--- config.mk ---
export PLATFORM = sky130hd
export DESIGN_NAME = fpadd_cdb_buffer
export DESIGN_NICKNAME = d
export VERILOG_FILES = /design/src/rtl/fpu_pkg.sv /design/src/rtl/fp_result_fifo.sv /design/src/rtl/fpadd_cdb_buffer.sv
export SDC_FILE = /design/constraint.sdc
export NUM_CORES = 1
export LEC_CHECK = 0
export BUFFER_PORTS_ARGS = -buffer_cell sky130_fd_sc_hd__clkbuf_2
export CAP_MARGIN = 20
export CORE_UTILIZATION = 60
export DETAILED_ROUTE_END_ITERATION = 8
export GPL_TIMING_DRIVEN = 0
export PLACE_DENSITY = 0.8
export SLEW_MARGIN = 20
export SYNTH_ARGS = -nofsm -noshare
export SYNTH_HDL_FRONTEND = slang
export SYNTH_SLANG_ARGS = --single-unit
--- constraint.sdc ---
create_clock -name clk -period 6.4 [get_ports clk]
set_clock_uncertainty 0.1 [all_clocks]
set_input_delay 0.32 -clock clk [delete_from_list [all_inputs] [get_ports clk]]
set_output_delay 0.32 -clock clk [all_outputs]
set_load 0.02 [all_outputs]
--- src/rtl/fpu_pkg.sv ---
// Shared FPU definitions.
// Holds the ROB tag width, the fixed FP adder latency and the packed
// {tag, data, exc} result entry that the CDB buffer queues.
package fpu_pkg;

    localparam int TAG_W     = 6;
    localparam int FPADD_LAT = 3;

    typedef struct packed {
        logic [TAG_W-1:0] tag;
        logic [31:0]      data;
        logic             exc;
    } result_entry_t;

endpackage

--- src/rtl/fp_result_fifo.sv ---
// Result FIFO for the FP add CDB buffer.
// Ports:
//   clk, rst_n  - clock, asynchronous active-low reset (pointers/count only)
//   clear       - empties the FIFO at the next edge (flush); wins over push/pop
//   push        - write push_data at the tail
//   push_data   - WIDTH-bit entry
//   pop         - remove the head entry
//   head_data   - current head entry, zero while empty
//   count       - number of stored entries
//   empty       - count == 0
module fp_result_fifo #(
    parameter int   DEPTH = 4,
    parameter int   WIDTH = 39,
    localparam int  CNT_W = $clog2(DEPTH + 1)
) (
    input  logic             clk,
    input  logic             rst_n,
    input  logic             clear,
    input  logic             push,
    input  logic [WIDTH-1:0] push_data,
    input  logic             pop,
    output logic [WIDTH-1:0] head_data,
    output logic [CNT_W-1:0] count,
    output logic             empty
);

    localparam int PTR_W = (DEPTH > 1) ? $clog2(DEPTH) : 1;

    logic [WIDTH-1:0] mem [DEPTH];
    logic [PTR_W-1:0] wr_ptr;
    logic [PTR_W-1:0] rd_ptr;
    logic             full;
    logic             do_push;
    logic             do_pop;

    // Pointers wrap modulo DEPTH, so DEPTH need not be a power of two.
    function automatic logic [PTR_W-1:0] ptr_inc(input logic [PTR_W-1:0] p);
        if (p == PTR_W'(DEPTH - 1)) begin
            return '0;
        end
        return p + PTR_W'(1);
    endfunction

    assign empty   = (count == '0);
    assign full    = (count == CNT_W'(DEPTH));
    assign do_pop  = pop & ~empty;
    // A push into a full FIFO is only legal when the head leaves in the same cycle.
    assign do_push = push & (~full | do_pop);

    always_ff @(posedge clk or negedge rst_n) begin
        if (!rst_n) begin
            wr_ptr <= '0;
            rd_ptr <= '0;
            count  <= '0;
        end else if (clear) begin
            wr_ptr <= '0;
            rd_ptr <= '0;
            count  <= '0;
        end else begin
            if (do_push) begin
                wr_ptr <= ptr_inc(wr_ptr);
            end
            if (do_pop) begin
                rd_ptr <= ptr_inc(rd_ptr);
            end
            case ({do_push, do_pop})
                2'b10:   count <= count + CNT_W'(1);
                2'b01:   count <= count - CNT_W'(1);
                default: count <= count;
            endcase
        end
    end

    always_ff @(posedge clk) begin
        if (do_push && !clear) begin
            mem[wr_ptr] <= push_data;
        end
    end

    // Payload storage is not reset; gating on empty keeps the outputs at zero.
    assign head_data = empty ? '0 : mem[rd_ptr];

endmodule

--- src/rtl/fpadd_cdb_buffer.sv ---
// FP add/sub issue-credit and CDB result buffer.
// Tracks ops inside the fixed-latency adder, pairs each completion with its
// ROB tag and queues results for the common data bus.
// Ports:
//   clk, rst_n                  - clock, asynchronous active-low reset
//   issue_valid, issue_tag      - dispatcher offer
//   issue_ready                 - offer accepted this cycle
//   fpu_start                   - adder start (issue_valid & issue_ready)
//   fpu_done, fpu_result,
//   fpu_exception               - adder completion
//   cdb_valid, cdb_tag,
//   cdb_data, cdb_exc           - CDB request (FIFO head)
//   cdb_ready                   - CDB grant, pops the head
//   flush                       - squash queued and in-flight results
//   protocol_err                - sticky: adder completion did not match a tracked op
// TAG_W must match fpu_pkg::TAG_W, which sizes the queued entry.
module fpadd_cdb_buffer #(
    parameter int TAG_W = fpu_pkg::TAG_W,
    parameter int DEPTH = 4,
    parameter int LAT   = fpu_pkg::FPADD_LAT
) (
    input  logic             clk,
    input  logic             rst_n,
    input  logic             issue_valid,
    input  logic [TAG_W-1:0] issue_tag,
    output logic             issue_ready,
    output logic             fpu_start,
    input  logic             fpu_done,
    input  logic [31:0]      fpu_result,
    input  logic             fpu_exception,
    output logic             cdb_valid,
    output logic [TAG_W-1:0] cdb_tag,
    output logic [31:0]      cdb_data,
    output logic             cdb_exc,
    input  logic             cdb_ready,
    input  logic             flush,
    output logic             protocol_err
);

    import fpu_pkg::*;

    localparam int CNT_W = $clog2(DEPTH + 1);
    localparam int IF_W  = $clog2(LAT + 1);

    logic [CNT_W-1:0]            fifo_count;
    logic                        fifo_empty;
    logic [IF_W-1:0]             in_flight;

    logic [LAT-1:0]              pipe_valid;
    logic [LAT-1:0]              pipe_killed;
    logic [LAT-1:0][TAG_W-1:0]   pipe_tag;

    // Pipeline extended by one slot: [0] is the entering op, [LAT] the op
    // leaving the head this cycle.
    logic [LAT:0]                valid_ext;
    logic [LAT:0]                killed_ext;
    logic [LAT:0][TAG_W-1:0]     tag_ext;

    logic                        head_valid;
    logic                        head_killed;
    logic [TAG_W-1:0]            head_tag;
    logic                        push;
    logic                        pop;
    result_entry_t               push_entry;
    result_entry_t               head_entry;

    assign issue_ready = rst_n & ~flush &
                         ((int'(fifo_count) + int'(in_flight)) < DEPTH);
    assign fpu_start   = issue_valid & issue_ready;

    assign valid_ext   = {pipe_valid, fpu_start};
    assign killed_ext  = {pipe_killed | ({LAT{flush}} & pipe_valid), 1'b0};
    assign tag_ext     = {pipe_tag, issue_tag};

    assign head_valid  = valid_ext[LAT];
    assign head_killed = killed_ext[LAT];
    assign head_tag    = tag_ext[LAT];

    assign push        = fpu_done & head_valid & ~head_killed & ~flush;
    assign pop         = cdb_valid & cdb_ready;

    always_ff @(posedge clk or negedge rst_n) begin
        if (!rst_n) begin
            pipe_valid  <= '0;
            pipe_killed <= '0;
        end else begin
            pipe_valid  <= valid_ext[LAT-1:0];
            pipe_killed <= killed_ext[LAT-1:0];
        end
    end

    always_ff @(posedge clk) begin
        pipe_tag <= tag_ext[LAT-1:0];
    end

    // Credits are returned when the tracked op leaves the head; in normal
    // operation that is exactly the fpu_done cycle, and a stray done with no
    // tracked op cannot underflow the counter.
    always_ff @(posedge clk or negedge rst_n) begin
        if (!rst_n) begin
            in_flight <= '0;
        end else begin
            case ({fpu_start, head_valid})
                2'b10:   in_flight <= in_flight + IF_W'(1);
                2'b01:   in_flight <= in_flight - IF_W'(1);
                default: in_flight <= in_flight;
            endcase
        end
    end

    always_ff @(posedge clk or negedge rst_n) begin
        if (!rst_n) begin
            protocol_err <= 1'b0;
        end else if (fpu_done != head_valid) begin
            protocol_err <= 1'b1;
        end
    end

    always_comb begin
        push_entry      = '0;
        push_entry.tag  = head_tag;
        push_entry.data = fpu_result;
        push_entry.exc  = fpu_exception;
    end

    fp_result_fifo #(
        .DEPTH (DEPTH),
        .WIDTH ($bits(result_entry_t))
    ) u_fifo (
        .clk       (clk),
        .rst_n     (rst_n),
        .clear     (flush),
        .push      (push),
        .push_data (push_entry),
        .pop       (pop),
        .head_data (head_entry),
        .count     (fifo_count),
        .empty     (fifo_empty)
    );

    assign cdb_valid = ~fifo_empty;
    assign cdb_tag   = head_entry.tag;
    assign cdb_data  = head_entry.data;
    assign cdb_exc   = head_entry.exc;

endmodule
==> results of run 1 <==
-- worst min-delay path by stage --
stage	from	end	cells past startpoint
floorplan	rst_n	in_flight[0]	0
global placement	rst_n	protocol_err	1
detailed placement	rst_n	protocol_err	1
CTS	fpu_result[1]	u_fifo.mem[1][2]	1
global route	fpu_result[19]	u_fifo.mem[0][20]	1
finish	fpu_result[27]	u_fifo.mem[3][28]	1
-- cells by family after synthesis --
group | count (synthesis)
and+or+nand+nor | 68
buffers and inverters | 19
xor gates and xnor gates | 3
AOI/OAI and AO/OA | 11
muxes | 42
adders and majority gates | 9
DFF | 189
-- stage by stage --
stage          worst slack, ps  utilization [%]  area [um^2]  hold slack, ps  power [mW]
6_report                  3690             74.6         8560            16.0        2.62
3_3_place_gp              2920             67.0         7690             154        1.58
4_1_cts                   3670             74.6         8560           0.214        2.64
5_1_grt                   3480             74.6         8560          0.0338        2.70
3_5_place_dp              3820             68.1         7810             160        1.59
2_1_floorplan             3790                -         7070           -75.6        1.52
-- cell usage in the layout, fill, tap and decap left out, types with 3 or more instances in the layout --
| cell | synthesis | routed |
|---|---|---|
| clkinv_2 | 0 | 4 |
| inv_1 | 5 | 5 |
| nor2_1 | 8 | 8 |
| and2_2 | 0 | 4 |
| dlygate4sd3_1 | 0 | 14 |
| clkbuf_1 | 8 | 13 |
| dfxtp_1 | 18 | 18 |
| edfxtp_1 | 156 | 156 |
| buf_16 | 0 | 3 |
| buf_2 | 5 | 5 |
| clkbuf_2 | 0 | 87 |
| dfrtp_1 | 15 | 15 |
| nand2_1 | 4 | 4 |
| nor2b_1 | 40 | 40 |
| mux4_2 | 39 | 39 |
| ha_1 | 8 | 8 |
| clkbuf_16 | 0 | 19 |
-- sequential cells by signal, summed over array words and instances, names as in the netlist, 2 cells and up --
signal,count
u_fifo.count,3
pipe_valid,3
u_fifo.mem,156
pipe_tag,12
head_tag,6
u_fifo.rd_ptr,2
u_fifo.wr_ptr,2
pipe_killed,2
in_flight,2
-- cell type report --
| type | instances | area share, % |
|---|---|---|
| Buffer | 14 | 0.687 |
| Clock buffer | 26 | 6.10 |
| Clock inverter | 6 | 0.936 |
| Inverter | 5 | 0.219 |
| Multi-Input combinational cell | 133 | 18.5 |
| Sequential cell | 189 | 63.4 |
| Tap cell | 143 | 2.09 |
| Timing Repair Buffer | 106 | 8.16 |
-- power groups by stage --
stage / logic [mW] / clock network, mW / registers (mW)
after floorplan: 0.128 / 0 / 1.39
final: 0.207 / 1.05 / 1.37
after global routing: 0.224 / 1.11 / 1.37
after CTS: 0.211 / 1.06 / 1.37
after detailed placement: 0.200 / 0 / 1.39
after global placement: 0.194 / 0 / 1.39
-- layer usage --
layer | wire [um] | part of all wire [%] | vias up | global-route usage (%)
li1 | - | - | 1592 | -
met1 | 5100 | 41 | 1774 | 27.9
met2 | 6510 | 53 | 99 | 36.8
met3 | 578 | 4.7 | 17 | 6.20
met4 | 190 | 1.5 | 0 | 9.51
met5 | 0 | 0 | - | 0
-- worst max-delay path: stages --
cell and delay (ps):
dlygate4sd3_1 520, clkbuf_2 370, or4b_1 470, a31oi_1 210
nand2_1 110, inv_1 110, clkbuf_2 180
==> metrics, run 1 <==
maximum clock rate 0.369 GHz; PortBufs 87; minimum clock period 2710 ps; top cells by area, synth edfxtp_1, mux4_2, dfrtp_1, dfxtp_1, nor2b_1; DR vias/cell 5.60; core area 11500 um^2; fin. max-slew vios 0; reg2reg start pipe_valid[2]; Logic pwr share roughly 7.9%; largest family of logic cells by synthesized area multiplexers; Arrival @ worst endpoint 2290 ps; routed wire length per instance 19.9 um; internal power 2.08 mW; routed vias 3482; Synth cell types 36; multi-input logic area 1580 um^2; Setup TNS 0 ps; overflow left after global routing 0; routed wire length approximately 12000 um; first-pass GRT wire length 19800 um; Syn. warnings 0; crit end category primary output; Cell Pwr Density 306 nW/um^2; cell with the most instances after synthesis edfxtp_1; setup slack, reg-to-reg 3870 ps; Post-Syn Nets 395; I/O Pins 88; Post-Synthesis Cells 341; Switching Share 20.6%; vias in the first global route 3747; # diodes 0; async set-reset flop share out of synthesis 7.94%; post-synthesis xor/xnor area fraction 0.372%; Setup Fix Bufs, Post-CTS 0; TritonCTS Sinks around 190; CTS tree done; post-route insts no fill 622; MaxCap Viol Count 0; Chip Height between 100 and 150 um; Final nets 520; fraction of the mapped netlist area in adder cells 1.70%; hold crit path type in2reg; commonest cells in the synthesized netlist edfxtp_1, nor2b_1, mux4_2; WP data required 5980 ps; Least-Margin Pin Slew between 600 and 700 ps; register area 5420 um^2; # hold bufs at CTS 14; worst vdd ir approximately 0.00026 V; top_reg_cell synth edfxtp_1; crit path capture fpu_start; post-synthesis mux area share 12.9%; GP Congestion 0.793; register area share after synthesis 76.6%; DIE AREA 12200 um^2; initial DRC count between 200 and 250; max_slew headroom 55.8%; largest net degree at the start of global routing 25; Initial DRT Pass Iterations 4; clock root buffer clkbuf_16; Pleak 3.07 nW; synthesized area just over 7000 um^2; Layout fillers 629; final period utilization 42.4%; crit path launch rst_n; Worst-path clk slew 60 ps; post-CTS sizing 0; outcome completed; area fraction of the dominant cell type after synthesis 66.2%; CTS H-tree lvls 4; row cnt 39; initial antenna violation count 0; GRT Overall Usage 22.3%; DRC 0; r2r worst-path depth 6; P_sw 0.541 mW; Final setup viols 0; Area Growth Syn to Fin 21.0%; CP Max Fanout 16; compound-cell area share of the yosys netlist approximately 1.5%; Startpoint Class input pin; Syn Area/Cell approximately 21 um^2; Setup CP Type in2out; worst-skew pair later-pin latency 430 ps; Hold Vio Cnt, Final 0; CTS Buf Count 17; Antenna Violating Nets Remaining 0; sequential share of power 52.1%; RSZ-0062 raised after global routing no; Post-synth EDFFs 156; Synth area leader edfxtp_1; RR Endpoint u_fifo.mem[3][0]; Starting Density 61.7%; worst-case clock buffer depth 2; #FFs+latches synth 189; Chip Width 111 um; DPL Wire Length 7760 um; Post-Synth Simple-Gate Area approximately 5.8%; Placed Cells approximately 580; share of layout cells above drive strength 1 a little over a third; share of power burned in the clock network between 40% and 50%
Power figures use the tool's default switching activity.
==> run 2, diff against run 1 <==
--- a/config.mk
+++ b/config.mk
@@ -7,10 +7,10 @@
 export LEC_CHECK = 0
 export BUFFER_PORTS_ARGS = -buffer_cell sky130_fd_sc_hd__clkbuf_2
 export CAP_MARGIN = 20
-export CORE_UTILIZATION = 60
+export CORE_UTILIZATION = 52
 export DETAILED_ROUTE_END_ITERATION = 8
 export GPL_TIMING_DRIVEN = 0
-export PLACE_DENSITY = 0.8
+export PLACE_DENSITY = 0.74
 export SLEW_MARGIN = 20
 export SYNTH_ARGS = -nofsm -noshare
 export SYNTH_HDL_FRONTEND = slang
==> constraint.sdc (replaced) <==
create_clock -name clk -period 2.2 [get_ports clk]
set_clock_uncertainty 0.1 [all_clocks]
set_input_delay 0.11 -clock clk [delete_from_list [all_inputs] [get_ports clk]]
set_output_delay 0.11 -clock clk [all_outputs]
set_load 0.02 [all_outputs]
==> run 2 against run 1 <==
Effect of this change: clock power increased to 2.8 times the previous value; worst setup slack worse by 3700 ps; flip-flop and latch count unchanged; via count rose by 7.6%; sequential power grew to 2.9 times the previous value; critical path depth down 2; first-iteration DRC count is 13% lower; design area rose by 9.8%; die area up 15%.
==> metrics, run 2 (synthesis results as in run 1) <==
outcome completed; commonest non-fill, non-tap cells in the layout edfxtp_1, clkbuf_2, dlygate4sd3_1; max_slew headroom 51.4% (-4.4 points); CTS Buf Count 17 (unchanged); Setup TNS 0 ps (unchanged); overflow left after global routing 0 (unchanged); slowest CP cell mux4_2; DIE AREA 14100 um^2 (+15%); maximum clock rate 0.455 GHz; DR vias/cell 5.34 (-4.5%); final period utilization 99.9%; largest net degree at the start of global routing 23 (-8.0%); CTS H-tree lvls 4 (unchanged); first-pass GRT wire length 21200 um (+7.2%); routed vias 3746 (+7.6%); routed wire length per instance 19.7 um (-0.99%); Final setup viols 0 (unchanged); crit end category primary output; I/O Pins 88 (unchanged); Pleak 3.39 nW (+11%); Initial DRT Pass Iterations 4 (unchanged); vias in the first global route 3931 (+4.9%); DPL Wire Length 7130 um (-8.1%); row cnt 42 (+7.7%); Antenna Violating Nets Remaining 0 (unchanged); routed wire length 13800 um (+12%); Final nets 566 (+8.8%); fin. max-slew vios 0 (unchanged); worst-case clock buffer depth 2 (unchanged); multi-input logic area 1770 um^2 (+12%); P_sw 1.66 mW (+210%); Startpoint Class register; GP Congestion 0.815 (+2.7%); core area 13200 um^2 (+15%); worst vdd ir 0.000603 V (+140%); MaxCap Viol Count 0 (unchanged); share of power burned in the clock network 37.9% (-2.1 points); Chip Width 119 um (+7.3%); sequential share of power 51.5% (-0.6 points); Least-Margin Pin Slew 726 ps (+63.8 ps); RSZ-0062 raised after global routing yes; # diodes 0 (unchanged); commonest non-fill, non-tap cell in the layout edfxtp_1; CP cell instances buf_8 -> buf_8 -> mux4_2 -> nor2b_1 -> clkbuf_2; Tot Pwr 7.74 mW (+200%); Area Growth Syn to Fin 32.8%; internal power 6.08 mW (+190%); share of layout cells above drive strength 1 42.9% (+6.7 points); Starting Density 53.4% (-8.3 points); DRC 0 (unchanged); hold_ws 42.0 ps (+26.0 ps); Cell Pwr Density 824 nW/um^2 (+170%); TritonCTS Sinks 189 (unchanged); Worst-path clk slew 60 ps (about the same); register area 5420 um^2 (about the same); Bufs and invs on worst path 3 (-1); clock root buffer clkbuf_16; minimum clock period 2200 ps; worst-skew pair later-pin latency 420 ps (about the same); GRT Overall Usage 20.9% (-1.4 points); Chip Height 119 um (+7.3%); Top cell by count, worst path buf_8; crit-path max cell delay 510 ps (about the same); Arrival @ worst endpoint 1990 ps (-300 ps); Setup CP Type reg2out; WP data required 1990 ps (-3990 ps); initial antenna violation count 0 (unchanged); CTS tree done; hold crit path type in2reg; Crit path max-delay family multiplexers; Switching Share 21.4% (+0.75 points); Layout fillers 809 (+29%); Hold Vio Cnt, Final 0 (unchanged); Logic pwr share 10.6% (+2.7 points); PortBufs 87 (unchanged); most flop-heavy register u_fifo.mem; initial DRC count 196 (-13%); CP Max Fanout 10 (-6); max FFs per register 156 (unchanged)
-- run 2: repair_timing --
action | 4_1_cts | 5_1_grt
resized for setup | 66 | 47
pin swaps | 8 | 3
hold buffers | 42 | 0
cloned | 4 | 2
setup buffers | 11 | 6
endpoints found under the hold margin | 155 | 0
endpoints found under the setup margin | 198 | 160
-- run 2: worst min-delay path, stage by stage --
cell and delay (ps):
clkbuf_2 160, nor3b_2 80, nand3_1 80, a31oi_1 80
-- run 2: path summary, 6_finish.rpt --
check                                 start              end  slack (ps)  depth (start not counted)
setup / recovery           u_fifo.rd_ptr[0]     cdb_data[14]           3                          5
hold / removal                        flush  u_fifo.count[2]          40                          4
setup reg to reg            u_fifo.count[1]     in_flight[1]          70                          8
hold reg to reg                 pipe_tag[7]      head_tag[1]         230                          0
max in group asynchronous             rst_n  u_fifo.count[1]        1290                          2
min in group asynchronous             rst_n     protocol_err         200                          2
-- run 2: power by group through the flow --
stage	clock (mW)	combinational, mW	sequential, mW
detailed placement	0	0.594	4.05
global placement	0	0.581	4.05
floorplan	0	0.384	4.04
global route	3.13	0.876	3.99
CTS	2.98	0.774	3.98
finish	2.94	0.820	3.98
-- run 2: layout make-up --
cell class                      count  area share, %
Buffer                             13           1.24
Clock buffer                       26           5.54
Clock inverter                      6          0.613
Inverter                            5          0.200
Multi-Input combinational cell    137           18.8
Sequential cell                   189           57.7
Tap cell                          176           2.34
Timing Repair Buffer              149           13.5
-- run 2: per-stage QoR --
| stage | worst slack, ps | instance area (um^2) | util, % | std cells |
|---|---|---|---|---|
| 6_report | 2.79 | 9390 | 70.9 | 701 |
| 5_1_grt | -71.0 | 9390 | 70.9 | 701 |
| 4_1_cts | -75.1 | 9230 | 69.7 | 695 |
| 3_5_place_dp | -553 | 7800 | 58.9 | 606 |
| 3_3_place_gp | -510 | 7750 | 58.6 | 604 |
| 2_1_floorplan | -9.41 | 7100 | - | 341 |
-- run 2: per-layer routing --
layer | vias up | GRT usage, % | wire [um]
li1 | 1692 | - | -
met5 | - | 0 | 0
met3 | 16 | 6.32 | 686
met4 | 0 | 7.04 | 138
met2 | 117 | 34.2 | 7190
met1 | 1921 | 26.6 | 5810
